==> src/rtl/bht_pkg.sv <==
// Shared types for the branch history table and its update queue.
// Optional build macro BHT_UPDQ_BYPASS_EN is consumed by bht_update_queue.
package bht_pkg;

  localparam int unsigned BHT_VLEN       = 64;
  localparam int unsigned BHT_UPDQ_CNT_W = 16;

  typedef struct packed {
    logic [BHT_VLEN-1:0] pc;
    logic                taken;
  } bht_upd_entry_t;

  function automatic logic [BHT_UPDQ_CNT_W-1:0] bht_sat_inc(
    input logic [BHT_UPDQ_CNT_W-1:0] v
  );
    return (&v) ? v : v + 1'b1;
  endfunction

endpackage

==> src/rtl/bht_update_queue.sv <==
// Buffers resolved-branch outcomes ahead of the BHT update port.
// Define BHT_UPDQ_BYPASS_EN to forward into an empty queue with 0 latency.
module bht_update_queue
  import bht_pkg::*;
#(
  parameter int unsigned DEPTH = 4,
  parameter int unsigned VLEN  = BHT_VLEN
) (
  input  logic                      clk_i,
  input  logic                      rst_ni,
  input  logic                      upd_valid_i,
  input  logic [VLEN-1:0]           upd_pc_i,
  input  logic                      upd_taken_i,
  input  logic                      flush_i,
  input  logic                      upd_ready_i,
  output logic                      bht_update_valid_o,
  output logic [VLEN-1:0]           bht_update_pc_o,
  output logic                      bht_update_taken_o,
  output logic                      full_o,
  output logic [BHT_UPDQ_CNT_W-1:0] drop_cnt_o
);

  localparam int unsigned PW = $clog2(DEPTH);
  localparam int unsigned CW = PW + 1;

  bht_upd_entry_t [DEPTH-1:0] mem_q, mem_d;
  logic [PW-1:0]              rd_ptr_q, rd_ptr_d;
  logic [PW-1:0]              wr_ptr_q, wr_ptr_d;
  logic [CW-1:0]              cnt_q, cnt_d;
  logic                       full_q, full_d;
  logic [BHT_UPDQ_CNT_W-1:0]  drop_q, drop_d;

  bht_upd_entry_t in_ent;
  bht_upd_entry_t head;
  bht_upd_entry_t out_ent;
  logic           empty;
  logic           at_cap;
  logic           out_valid;
  logic           deq;
  logic           rd;
  logic           wr;
  logic           drop;

  assign in_ent.pc    = BHT_VLEN'(upd_pc_i);
  assign in_ent.taken = upd_taken_i;
  assign head         = mem_q[rd_ptr_q];
  assign empty        = (cnt_q == '0);
  assign at_cap       = (cnt_q == CW'(DEPTH));

`ifdef BHT_UPDQ_BYPASS_EN
  logic byp;
  assign byp       = empty && upd_valid_i && !flush_i;
  assign out_valid = !empty || byp;
  assign out_ent   = byp ? in_ent : head;
  // A bypassed update taken by the BHT never touches storage.
  assign wr        = upd_valid_i && !flush_i
                   && (!at_cap || deq)
                   && !(byp && upd_ready_i);
`else
  assign out_valid = !empty;
  assign out_ent   = head;
  assign wr        = upd_valid_i && !flush_i
                   && (!at_cap || deq);
`endif

  assign deq  = out_valid && upd_ready_i;
  assign rd   = deq && !empty;
  assign drop = upd_valid_i && !flush_i
              && at_cap && !deq;

  always_comb begin
    mem_d    = mem_q;
    rd_ptr_d = rd_ptr_q;
    wr_ptr_d = wr_ptr_q;
    cnt_d    = cnt_q;
    drop_d   = drop_q;
    if (wr) begin
      mem_d[wr_ptr_q] = in_ent;
      wr_ptr_d        = wr_ptr_q + PW'(1);
    end
    if (rd) begin
      rd_ptr_d = rd_ptr_q + PW'(1);
    end
    unique case (1'b1)
      wr && !rd: cnt_d = cnt_q + CW'(1);
      rd && !wr: cnt_d = cnt_q - CW'(1);
      default:   cnt_d = cnt_q;
    endcase
    if (flush_i) begin
      rd_ptr_d = '0;
      wr_ptr_d = '0;
      cnt_d    = '0;
    end
    if (drop) begin
      drop_d = bht_sat_inc(drop_q);
    end
    full_d = (cnt_d == CW'(DEPTH));
  end

  always_ff @(posedge clk_i or negedge rst_ni) begin
    if (!rst_ni) begin
      mem_q    <= '0;
      rd_ptr_q <= '0;
      wr_ptr_q <= '0;
      cnt_q    <= '0;
      full_q   <= 1'b0;
      drop_q   <= '0;
    end else begin
      mem_q    <= mem_d;
      rd_ptr_q <= rd_ptr_d;
      wr_ptr_q <= wr_ptr_d;
      cnt_q    <= cnt_d;
      full_q   <= full_d;
      drop_q   <= drop_d;
    end
  end

  assign bht_update_valid_o = out_valid;
  assign bht_update_pc_o    = VLEN'(out_ent.pc);
  assign bht_update_taken_o = out_ent.taken;
  assign full_o             = full_q;
  assign drop_cnt_o         = drop_q;

endmodule

==> config.mk <==
export PLATFORM = sky130hd
export DESIGN_NAME = bht_update_queue
export DESIGN_NICKNAME = d
export VERILOG_FILES = /design/src/rtl/bht_pkg.sv /design/src/rtl/bht_update_queue.sv
export SDC_FILE = /design/constraint.sdc
export NUM_CORES = 1
export LEC_CHECK = 0
export BUFFER_PORTS_ARGS = -buffer_cell sky130_fd_sc_hd__buf_2
export CAP_MARGIN = 20
export CORE_ASPECT_RATIO = 0.5
export CORE_MARGIN = 2
export CORE_UTILIZATION = 40
export DETAILED_ROUTE_END_ITERATION = 6
export PLACE_DENSITY = 0.69
export SYNTH_ARGS = -nofsm -noshare
export SYNTH_HDL_FRONTEND = slang
export SYNTH_SLANG_ARGS = --single-unit
==> constraint.sdc <==
create_clock -name clk_i -period 2.77 [get_ports clk_i]
set_clock_uncertainty 0.15 [all_clocks]
set_input_delay 0.554 -clock clk_i [delete_from_list [all_inputs] [get_ports clk_i]]
set_output_delay 0.554 -clock clk_i [all_outputs]
set_load 0.05 [all_outputs]
Yosys cells after proc, flatten, opt, wreduce, memory -nomap -nowiden

Cells that the tools add are included.

Bitwise operators: 1
Div/mod/pow operators: 0
Mux-type cells: 11
Order comparisons: 3
Shift-type cells: 0
$mul: 0
Equality and inequality tests: 2
Reduce and logical (&&, ||, !) cells: 21
$add $sub $neg: 5

Operators by type and width:

| operator                                                                            | count |
|---|---|
| 260-bit bitwise mux                                                                 | 1 |
| 65-bit binary-select mux with 2-bit select                                          | 1 |
| 65-bit demux with 2-bit select                                                      | 1 |
| 65-bit two-way mux                                                                  | 2 |
| 16-bit by 1-bit adder with 16-bit output, second input constant                     | 1 |
| 16-bit AND reduction                                                                | 1 |
| 1-bit logical AND                                                                   | 9 |
| 2-bit two-way mux                                                                   | 4 |
| 3-bit equality test, second input constant                                          | 2 |
| 1-bit zero test                                                                     | 6 |
| 2-bit by 3-bit less-than comparator with 1-bit output, second input constant        | 2 |
| 3-bit one-hot mux with 2 select lines                                               | 1 |
| 2-bit by 1-bit adder with 2-bit output, second input constant                       | 2 |
| 2-bit nonzero test                                                                  | 2 |
| 3-bit by 1-bit adder with 3-bit output, second input constant                       | 1 |
| 3-bit zero test                                                                     | 1 |
| 3-bit two-way mux                                                                   | 1 |
| 3-bit by 1-bit subtractor with 3-bit output, second input constant                  | 1 |
| 2-bit by 1-bit greater-or-equal comparator with 1-bit output, second input constant | 1 |
| 2-bit AND reduction                                                                 | 1 |
| 1-bit logical OR                                                                    | 1 |
| 1-bit inverter                                                                      | 1 |

Bits in registers: 284
Bits in writable memories: 0
Input port bits: 70
Memories: 0
Latch bits: 0
ROM bits: 0
Output and inout port bits: 83
Word-level logic and storage cells: 56

Logic depth before layout (Yosys ltp)

Gate-level depths: netlist (run 1).

Depth in word-level cells: 10
Gate-level depth with buffers: 9
Depth with buffers taken out: 9

Least setup slack after synthesis (run 1)

Ideal clock, no wire load.

Path kind: reg2out
Start: register rd_ptr_q[0]
End: output bht_update_pc_o[35]
Stages on the path, launching flop included: 5
Data arrival time: 1.703 ns
Buffers on the path: 3
Slack: 0.363 ns
Data required time: 2.066 ns
Cell sequence: dfrtp_1 clkbuf_1 buf_2 buf_2 mux4_2

Cells in the longest elaborated chain, start to end: 2

Ends and longest elaborated chain:

| item                                       | line                    | text |
|---|---|---|
| from (decl)                                | bht_update_queue.sv:27  | `logic [PW-1:0] rd_ptr_q, rd_ptr_d;` |
| from (signal assigned)                     | bht_update_queue.sv:110 | `rd_ptr_q <= rd_ptr_d;` |
| 65-bit binary-select mux with 2-bit select | bht_update_queue.sv:46  | `assign head = mem_q[rd_ptr_q];` |
| 65-bit two-way mux (not written as such)   | bht_update_queue.sv:46  |  |
| to (decl)                                  | bht_update_queue.sv:17  | `output logic [VLEN-1:0] bht_update_pc_o,` |

Every way passes these cells. The select of a mux whose other input is x is not followed.

Final worst setup path (run 1)

Start: register rd_ptr_q[0]
End: output bht_update_pc_o[11]

Same word-level chain as after synthesis.

==> out/results.ini, run 1 <==
[outcome]
status = completed

[synth]
synth_area_per_cell_um2 = 16.74
ys_warn_count = 0
synth_top_area_share_pct = 56.91
synthDistinctLibCells = 36
synth_seq_cells = 284
yosys-top-cells-area = dfrtp_1 (57%), mux2_2 (20%), mux4_2 (12%)
syn_inst = 746
syn_area_um2 = 12490
synth_fp_nets = 823
yosysTopAreaCell = dfrtp_1
seq_area_frac_synth_pct = 56.91

[clocking]
cts_made_buffers = 27
cts_root_buf = clkbuf_16
cts_sinks = 284
h-tree-depth = 1
cts.clk_slew.worst_paths_ns = 0.07
cts_tree = yes
clk-insertion-delay-late_ns = 0.55
clk_path_buf_depth = 3

[cells_and_area]
multiInputGateArea_um2 = 5106
layout-drive-gt1-share_pct = 57.37
final_common_cell = dfrtp_1
nNetsFinal = 992
fillers = 2556
final_cell_mix = dfrtp_1 (282), mux2_2 (225), buf_2 (87), mux4_2 (65), buf_6 (61)
seq_area_um2 = 7114
area_delta_synth_final_pct = 23.97

[floorplanning]
die-area_um2 = 32740
coreArea_um2 = 30520
initial_core_util_pct = 40.92
fp.dieH_um = 128.9
pin_count = 153
die_w_um = 253.9
fp-row-count = 45

[timing]
worstMarginPinSlew_ns = 0.5322
hold_viol = 0
drv_slew = 0
rsz0062_at_grt = true
finalCriticalPeriod_ns = 2.764
setup_ws_ns = 0.005516
setup_viol = 0
period_share_pct = 99.80
maxSlewHeadroom_pct = 64.25
fmax_ghz = 0.3617

[critical_path]
cp_max_fo = 6
r2r.worst_path.cells = 8
crit_path_end_kind = output port
cp_slowest_cell = mux4_2
path_depth = 4
cp_top_family = multiplexers
cp_slowest_stage_delay_ns = 0.52
worst_ep_required_time_ns = 2.07
critPathKind = reg2out
crit_arrival_ns = 2.06
worstPathCellList = buf_12 > clkbuf_16 > mux4_2 > buf_6
crit_buf_inv = 3
start_kind = flop

[power]
p_int_w = 0.01227
p_comb_share_pct = 44.4
p_leak_nw = 6.980
vdd_drop_max_v = 0.0004963
p_switching_w = 0.006956
seq_power_share_pct = 34.9
pwr_density_cell_nw_per_um2 = 1242
finalPower_w = 0.01922
clock_power_share_pct = 20.7
swShare_pct = 36.19

[global_route]
grt_max_degree = 67
grt_pass1_vias = 7866
grt_overflow_total = 0
gr-usage-all-layers_pct = 16.87
antenna_found_initial = 1
grt_pass1_wl_mm = 43.10

[route]
vias_per_cell = 5.203
finalWirelength_mm = 27.85
vias = 7076
wl_per_cell_um = 20.48
ant_nets = 0
dr.pass1.iters = 4
drc = 0
drt_iter0_drc = 253

[min_path]
hp-class = in2reg
hold_depth = 2

[place]
hpwl_mm = 17.34
gp_congestion = 0.7955
post-place-ws_ns = 0.2402
port_buffers = 152

[run]
drv_cap = 0

-- cells by family after synthesis --
logic type	Yosys count	share of synthesized area, %
muxes	330	35.61
DFF	284	56.91
and+or+nand+nor	54	2.796
buffers and inverters	49	2.445
xor gates and xnor gates	18	1.262
adders and majority gates	7	0.7614
AOI/OAI and AO/OA	4	0.2204
-- worst register-to-register path, cell delays in order, from the launching register on --
cell	delay, ns
dfrtp_1	0.46
nor4b_4	0.47
nor3b_4	0.08
inv_1	0.07
ha_1	0.19
fa_1	0.43
mux2i_1	0.14
nor2_1	0.08
nor4_1	0.26
-- area by class of cell --
type,instances,share of cell area (%)
Sequential cell,284,45.95
Multi-Input combinational cell,413,32.98
Timing Repair Buffer,185,11.32
Clock buffer,36,5.035
Tap cell,423,3.419
Clock inverter,14,1.172
Inverter,4,0.09699
Antenna cell,1,0.01616
-- metal layers --
layer  track usage (%)  share of wire (%)  routed length, um  vias up
met5                 0                  0                  0        -
met4             4.498                2.4                659        0
met3             3.014                2.8                789       42
met2             30.31                 52              14360       93
met1             21.22                 43              12040     3809
li1                  -                  -                  -     3132
-- sequential cells by signal, indices dropped and copies added, names as in the netlist --
| register | cells |
|---|---|
| mem_q | 260 |
| drop_cnt_o | 16 |
| cnt_q | 3 |
| rd_ptr_q | 2 |
| wr_ptr_q | 2 |
| full_o | 1 |
-- metrics by stage --
step | utilization, % | cells | area, um^2 | TNS, ns | hold WS [ns]
2_1_floorplan | - | 746 | 12490 | 0 | 0.1084
4_1_cts | 49.66 | 1351 | 15160 | -0.3103 | 0.08174
5_1_grt | 50.73 | 1360 | 15480 | -1.292 | 0.1013
6_report | 50.73 | 1360 | 15480 | 0 | 0.1152
3_5_place_dp | 45.47 | 1298 | 13880 | 0 | 0.3295
3_3_place_gp | 45.47 | 1298 | 13880 | 0 | 0.3183
-- final timing paths --
| kind | from | to | slack [ns] |
|---|---|---|---|
| max in group asynchronous | rst_ni | mem_q[2] | 1.31 |
| worst max register to register | cnt_q[1] | full_o | 0.36 |
| worst min-delay path | upd_pc_i[45] | mem_q[176] | 0.12 |
| min in group asynchronous | rst_ni | mem_q[178] | 0.37 |
| worst min register to register | mem_q[45] | mem_q[45] | 0.34 |
| worst max-delay path | rd_ptr_q[0] | bht_update_pc_o[11] | 0.006 |
-- power by group through the flow --
stage | sequential, W | clock [W] | combinational, W
after global placement | 0.00665 | 0 | 0.00705
after global routing | 0.00692 | 0.00428 | 0.00893
after detailed placement | 0.00683 | 0 | 0.00719
after CTS | 0.00671 | 0.00410 | 0.00796
after floorplan | 0.00646 | 0 | 0.00577
final | 0.00671 | 0.00398 | 0.00853
-- cells in the mapped netlist (all sizes together) --
| cell type | number |
|---|---|
| and2 | 1 |
| and2b | 1 |
| and3 | 1 |
| and4 | 2 |
| buf | 37 |
| clkbuf | 8 |
| dfrtp | 284 |
| fa | 1 |
| ha | 6 |
| inv | 4 |
| mux2 | 264 |
| mux2i | 1 |
| mux4 | 65 |
| nand2 | 13 |
| nand3 | 2 |
| nand3b | 1 |
| nand4 | 5 |
| nor2 | 8 |
| nor3 | 6 |
| nor3b | 2 |
| nor4 | 9 |
| nor4b | 2 |
| o21ai | 2 |
| o31a | 1 |
| o31ai | 1 |
| or3 | 1 |
| xnor2 | 5 |
| xor2 | 13 |
-- repair_timing --
action,CTS,global route
hold buffers,1,0
cloned,0,6
gates resized for setup,91,63
endpoints found under the setup margin,59,65
endpoints found under the hold margin,50,0
buffers inserted,2,2
Power figures use the tool's default switching activity.
==> inputs of run 2 (changes only) <==
- MAX_ROUTING_LAYER: unset -> met4
==> run 2 against run 1 <==
Net effect: critical path depth unchanged; combinational power barely moved; worst setup slack lost 0.0030 ns; power barely moved; routed wire length hardly changed; final area is the same; largest cell class unchanged; largest power group unchanged; highest routed layer unchanged.
==> out/results.ini, run 2 (same netlist as run 1, synthesis figures left out) <==
[timing]
setup_viol = 0  ; unchanged
maxSlewHeadroom_pct = 64.21  ; about the same
hold_viol = 0  ; unchanged
setup-tns-final_ns = 0  ; unchanged
worstMarginPinSlew_ns = 0.5328  ; +0.0006282 ns
period_share_pct = 99.91  ; +0.11 points
rsz0062_at_grt = true
drv_slew = 0  ; unchanged
fmax_ghz = 0.3613  ; -0.11%
setup_ws_ns = 0.002524  ; -0.002992 ns
finalCriticalPeriod_ns = 2.767  ; +0.002992 ns

[floorplanning]
fp-row-count = 45  ; unchanged
coreArea_um2 = 30520  ; unchanged
initial_core_util_pct = 40.92  ; unchanged
pin_count = 153  ; unchanged
fp.dieH_um = 128.9  ; unchanged
die_w_um = 253.9  ; unchanged
die-area_um2 = 32740  ; unchanged

[min_path]
min_from = upd_pc_i[53]
holdPathEnd = mem_q[119]
hp-class = in2reg
hold_depth = 2  ; unchanged

[route]
drt_iter0_drc = 320  ; +26%
vias_per_cell = 5.210  ; +0.14%
finalWirelength_mm = 27.84  ; about the same
wl_per_cell_um = 20.47  ; about the same
dr.pass1.iters = 4  ; unchanged
drc = 0  ; unchanged
ant_nets = 0  ; unchanged
vias = 7086  ; +0.14%

[critical_path]
cp_top_family = multiplexers
r2r-start = cnt_q[1]
r2r.worst_path.cells = 8  ; unchanged
cp_slowest_cell = mux4_2
path_depth = 4  ; unchanged
start_kind = flop
crit_arrival_ns = 2.06  ; about the same
crit_path_end_kind = output port
worst_ep_required_time_ns = 2.07  ; about the same
cp_slowest_stage_delay_ns = 0.52  ; about the same
cp_max_fo = 6  ; unchanged
critPathKind = reg2out
reg2reg_to = full_o
crit_buf_inv = 3  ; unchanged
worstPathCellList = buf_12 > clkbuf_16 > mux4_2 > buf_6
reg2reg_slack_ns = 0.37  ; about the same

[power]
finalPower_w = 0.01922  ; about the same
p_leak_nw = 6.980  ; unchanged
vdd_drop_max_v = 0.0004964  ; about the same
pwr_density_cell_nw_per_um2 = 1242  ; about the same

[place]
port_buffers = 152  ; unchanged
hpwl_mm = 17.34  ; unchanged
post-place-ws_ns = 0.2402  ; unchanged
gp_congestion = 0.8068  ; +1.4%
place_area_um2 = 13880  ; unchanged

[cells_and_area]
final_common_cell = dfrtp_1
multiInputGateArea_um2 = 5106  ; unchanged
nNetsFinal = 992  ; unchanged
largest_register_ffs = 260  ; unchanged
fillers = 2556  ; unchanged
final_cell_mix = dfrtp_1 (282), mux2_2 (225), buf_2 (87), mux4_2 (65), buf_6 (61)
layout-drive-gt1-share_pct = 57.37  ; unchanged
area_delta_synth_final_pct = 23.97  ; unchanged
largest-register = mem_q
stdcell_area_um2 = 15480  ; unchanged
seq_area_um2 = 7114  ; unchanged

[clocking]
cts_made_buffers = 27  ; unchanged
clk-insertion-delay-late_ns = 0.55  ; about the same
cts_root_buf = clkbuf_16
cts.clk_slew.worst_paths_ns = 0.07  ; about the same
h-tree-depth = 1  ; unchanged
cts_tree = yes
clk_path_buf_depth = 3  ; unchanged
cts_sinks = 284  ; unchanged

[global_route]
grt_max_degree = 67  ; unchanged
gr-usage-all-layers_pct = 17.42  ; +0.55 points
grt_pass1_vias = 7878  ; +0.15%
grt_pass1_wl_mm = 43.07  ; about the same
grt_overflow_total = 0  ; unchanged
antenna_found_initial = 1  ; unchanged

[outcome]
status = completed

[run]
drv_cap = 0  ; unchanged

## run 2: cell counts in the layout (fill, tap and decap cells not counted)
Identical to the previous run, type by type.
## run 2: how the worst max path moves through the flow
| stage | from | to | slack (ns) |
|---|---|---|---|
| final | rd_ptr_q[0] | bht_update_pc_o[7] | 0.003 |
| after global placement | upd_ready_i | full_o | 0.27 |
| after CTS | rd_ptr_q[0] | bht_update_pc_o[48] | -0.04 |
| after detailed placement | upd_ready_i | full_o | 0.24 |
| after global routing | rd_ptr_q[0] | bht_update_pc_o[7] | -0.05 |
| after floorplan | rd_ptr_q[0] | bht_update_pc_o[35] | 0.36 |
## run 2: layer usage
layer / GRT usage (%) / routed length (um) / up-vias
li1: - / - / 3137
met1: 21.23 / 12080 / 3818
met2: 30.38 / 14400 / 87
met3: 2.913 / 714 / 44
met4: 4.498 / 652 / 0
met5: - / 0 / -
## run 2: cell type report
cell class	instances	area share, %
clock buffers	36	5.035
clock inverters	14	1.172
flip-flops and latches	284	45.95
repair buffers	185	11.32
diodes	1	0.01616
well taps	423	3.419
inverters	4	0.09699
multi-input cells	413	32.98
## run 2: report_power, final
group | total, W | switching (W) | internal, W | leakage [nW]
Clock | 0.00398 | 0.00163 | 0.00235 | 0.470
Combinational | 0.00853 | 0.00446 | 0.00407 | 2.97
Sequential | 0.00671 | 0.000865 | 0.00584 | 3.53
Total | 0.0192 | 0.00696 | 0.0123 | 6.98
## run 2: stage by stage
stage / cells / hold WS, ns / util [%]
floorplan: 746 / 0.1084 / -
global placement: 1298 / 0.3183 / 45.47
detailed placement: 1298 / 0.3295 / 45.47
CTS: 1351 / 0.08174 / 49.66
global route: 1360 / 0.1013 / 50.73
finish: 1360 / 0.1096 / 50.73
## run 2: repair_timing
| item | 4_1_cts | 5_1_grt |
|---|---|---|
| resized for setup | 91 | 63 |
| setup buffers | 2 | 2 |
| hold endpoints to repair | 50 | 0 |
| gates cloned | 0 | 6 |
| endpoints found under the setup margin | 59 | 65 |
| hold buffers | 1 | 0 |
==> inputs of run 3 (changes only) <==
- ABC_CLOCK_PERIOD_IN_PS: unset -> 3500
- clock period: 2.77 -> 3.5 ns (I/O delays scaled with it)
==> run 3 against run 2 <==
Net effect: final cell count decreased by 1.1%; register-to-register slack improved by 0.30 ns; first-iteration DRC count decreased by 13%; combinational power is 34% lower; clock power down 20%; final area down 4.6%; global-route usage fell by 0.32 points; via count down 2.8%; critical path depth fell by 1; sequential cell count did not move; utilization fell by 2.3 points; non-clock buffer count is 16 lower; highest routed layer unchanged.
==> out/results.ini, run 3 (same netlist as run 1, synthesis figures left out) <==
[critical_path]
worstPathCellList = buf_12 > mux4_2 > buf_2
path_depth = 3  ; -1
critPathKind = reg2out
cp_slowest_cell = mux4_2
r2r-start = cnt_q[0]
cp_top_family = multiplexers
crit_end = bht_update_pc_o[57]
crit_arrival_ns = 2.23  ; +0.17 ns
cp_slowest_stage_delay_ns = 0.60  ; +0.08 ns
crit_path_end_kind = output port
start_kind = flop
r2r.worst_path.cells = 9  ; +1
worst_ep_required_time_ns = 2.65  ; +0.58 ns
cp_max_fo = 52  ; +46
crit_start = rd_ptr_q[0]
reg2reg_slack_ns = 0.67  ; +0.30 ns
reg2reg_to = full_o
crit_buf_inv = 2  ; -1

[timing]
setup_viol = 0  ; unchanged
hold_viol = 0  ; unchanged
drv_slew = 0  ; unchanged
worstMarginPinSlew_ns = 0.7736  ; +0.2408 ns
fmax_ghz = 0.3244
rsz0062_at_grt = false
setup_ws_ns = 0.4172  ; +0.4147 ns
finalCriticalPeriod_ns = 3.083
setup-tns-final_ns = 0  ; unchanged
maxSlewHeadroom_pct = 48.43  ; -16 points
period_share_pct = 88.08

[global_route]
antenna_found_initial = 3  ; +2
grt_pass1_vias = 7636  ; -3.1%
busiest_layer = met2
grtUsageMet1_pct = 21.91  ; +0.68 points
gr-usage-all-layers_pct = 17.10  ; -0.32 points
met3_usage_pct = 3.014  ; +0.10 points
grt_max_degree = 98  ; +46%
grt.met2_usage_pct = 28.53  ; -1.8 points
grt_pass1_wl_mm = 42.38  ; -1.6%
grt_overflow_total = 0  ; unchanged

[cells_and_area]
nNetsFinal = 976  ; -1.6%
area_delta_synth_final_pct = 18.29
fillers = 2610  ; +2.1%
largest-register = mem_q
layout-drive-gt1-share_pct = 56.80  ; -0.57 points
final_common_cell = dfrtp_1
largest_register_ffs = 260  ; unchanged
fin_util_pct = 48.41  ; -2.3 points
final_cell_mix = dfrtp_1 (282), mux2_2 (225), buf_2 (151), mux4_2 (65), mux2_1 (39)
stdcell_area_um2 = 14770  ; -4.6%

[clocking]
ctsResizeCount = 0  ; -100%
cts_sinks = 284  ; unchanged
hold_buffers = 0  ; -1
clk-insertion-delay-late_ns = 0.53  ; -0.02 ns
cts.clk_slew.worst_paths_ns = 0.07  ; about the same
cts_root_buf = clkbuf_16
clk_path_buf_depth = 3  ; unchanged
cts_tree = yes
h-tree-depth = 1  ; unchanged
cts_made_buffers = 27  ; unchanged
cts_setup_buffers = 0  ; -2

[floorplanning]
pin_count = 153  ; unchanged
die_w_um = 253.9  ; unchanged
die-area_um2 = 32740  ; unchanged
fp.dieH_um = 128.9  ; unchanged
fp-row-count = 45  ; unchanged
coreArea_um2 = 30520  ; unchanged
initial_core_util_pct = 40.92  ; unchanged

[place]
post-place-ws_ns = 0.5223  ; +0.2821 ns
gp_congestion = 0.7888  ; -2.2%
place_area_um2 = 13780  ; -0.72%
port_buffers = 152  ; unchanged
hpwl_mm = 16.37  ; -5.6%

[power]
p_leak_nw = 6.712  ; -3.8%
vdd_drop_max_v = 0.0003613  ; -27%
pwr_density_cell_nw_per_um2 = 953.2  ; -23%
finalPower_w = 0.01408  ; -27%

[route]
vias = 6889  ; -2.8%
ant_nets = 0  ; unchanged
dr.pass1.iters = 4  ; unchanged
finalWirelength_mm = 26.00  ; -6.6%
drc = 0  ; unchanged
drt_iter0_drc = 278  ; -13%
vias_per_cell = 5.122  ; -1.7%
wl_per_cell_um = 19.33  ; -5.6%

[min_path]
hp-class = in2async

[run]
drv_cap = 0  ; unchanged

[outcome]
status = completed

==> run 3: how the worst min path moves through the flow <==
stage,end,slack [ns],depth (start not counted)
finish,mem_q[243],0.03,1
global route,mem_q[177],0.09,1
floorplan,cnt_q[0],0.25,0
detailed placement,mem_q[177],0.33,1
CTS,mem_q[243],0.07,1
global placement,mem_q[172],0.32,1
==> run 3: where the power goes <==
group	leakage, nW	internal, W	total (W)	switching (W)
clock network	0.486	0.00194	0.00320	0.00126
registers	3.54	0.00462	0.00528	0.000653
logic	2.69	0.00231	0.00561	0.00329
==> run 3: cell type report <==
cell class	instances	area, um^2	area share, %
Tap cell	423	529.3	3.583
Clock buffer	39	830.8	5.624
Antenna cell	3	7.507	0.05082
Inverter	4	15.01	0.1016
Sequential cell	284	7114	48.16
Multi-Input combinational cell	413	5106	34.56
Clock inverter	10	158.9	1.076
Timing Repair Buffer	169	1011	6.843
==> run 3: worst register-to-register path: stages, from the launching register on <==
cell,delay [ns]
dfrtp_1,0.51
nor4b_4,0.12
nor3b_4,0.50
inv_1,0.11
ha_1,0.25
fa_1,0.40
xnor2_1,0.16
nor2_1,0.07
xnor2_1,0.16
nor4_1,0.27
==> run 3: per-stage QoR <==
step	std cells	hold WS, ns
finish	1345	0.03080
global placement	1293	0.3176
CTS	1342	0.06936
global route	1345	0.08841
floorplan	746	0.2544
detailed placement	1293	0.3268
==> run 3: per-layer routing <==
metal  wire [um]  up-vias
li1            -     3083
met1       11470     3692
met2       13290       74
met3         738       40
met4         505        0
met5           0        -
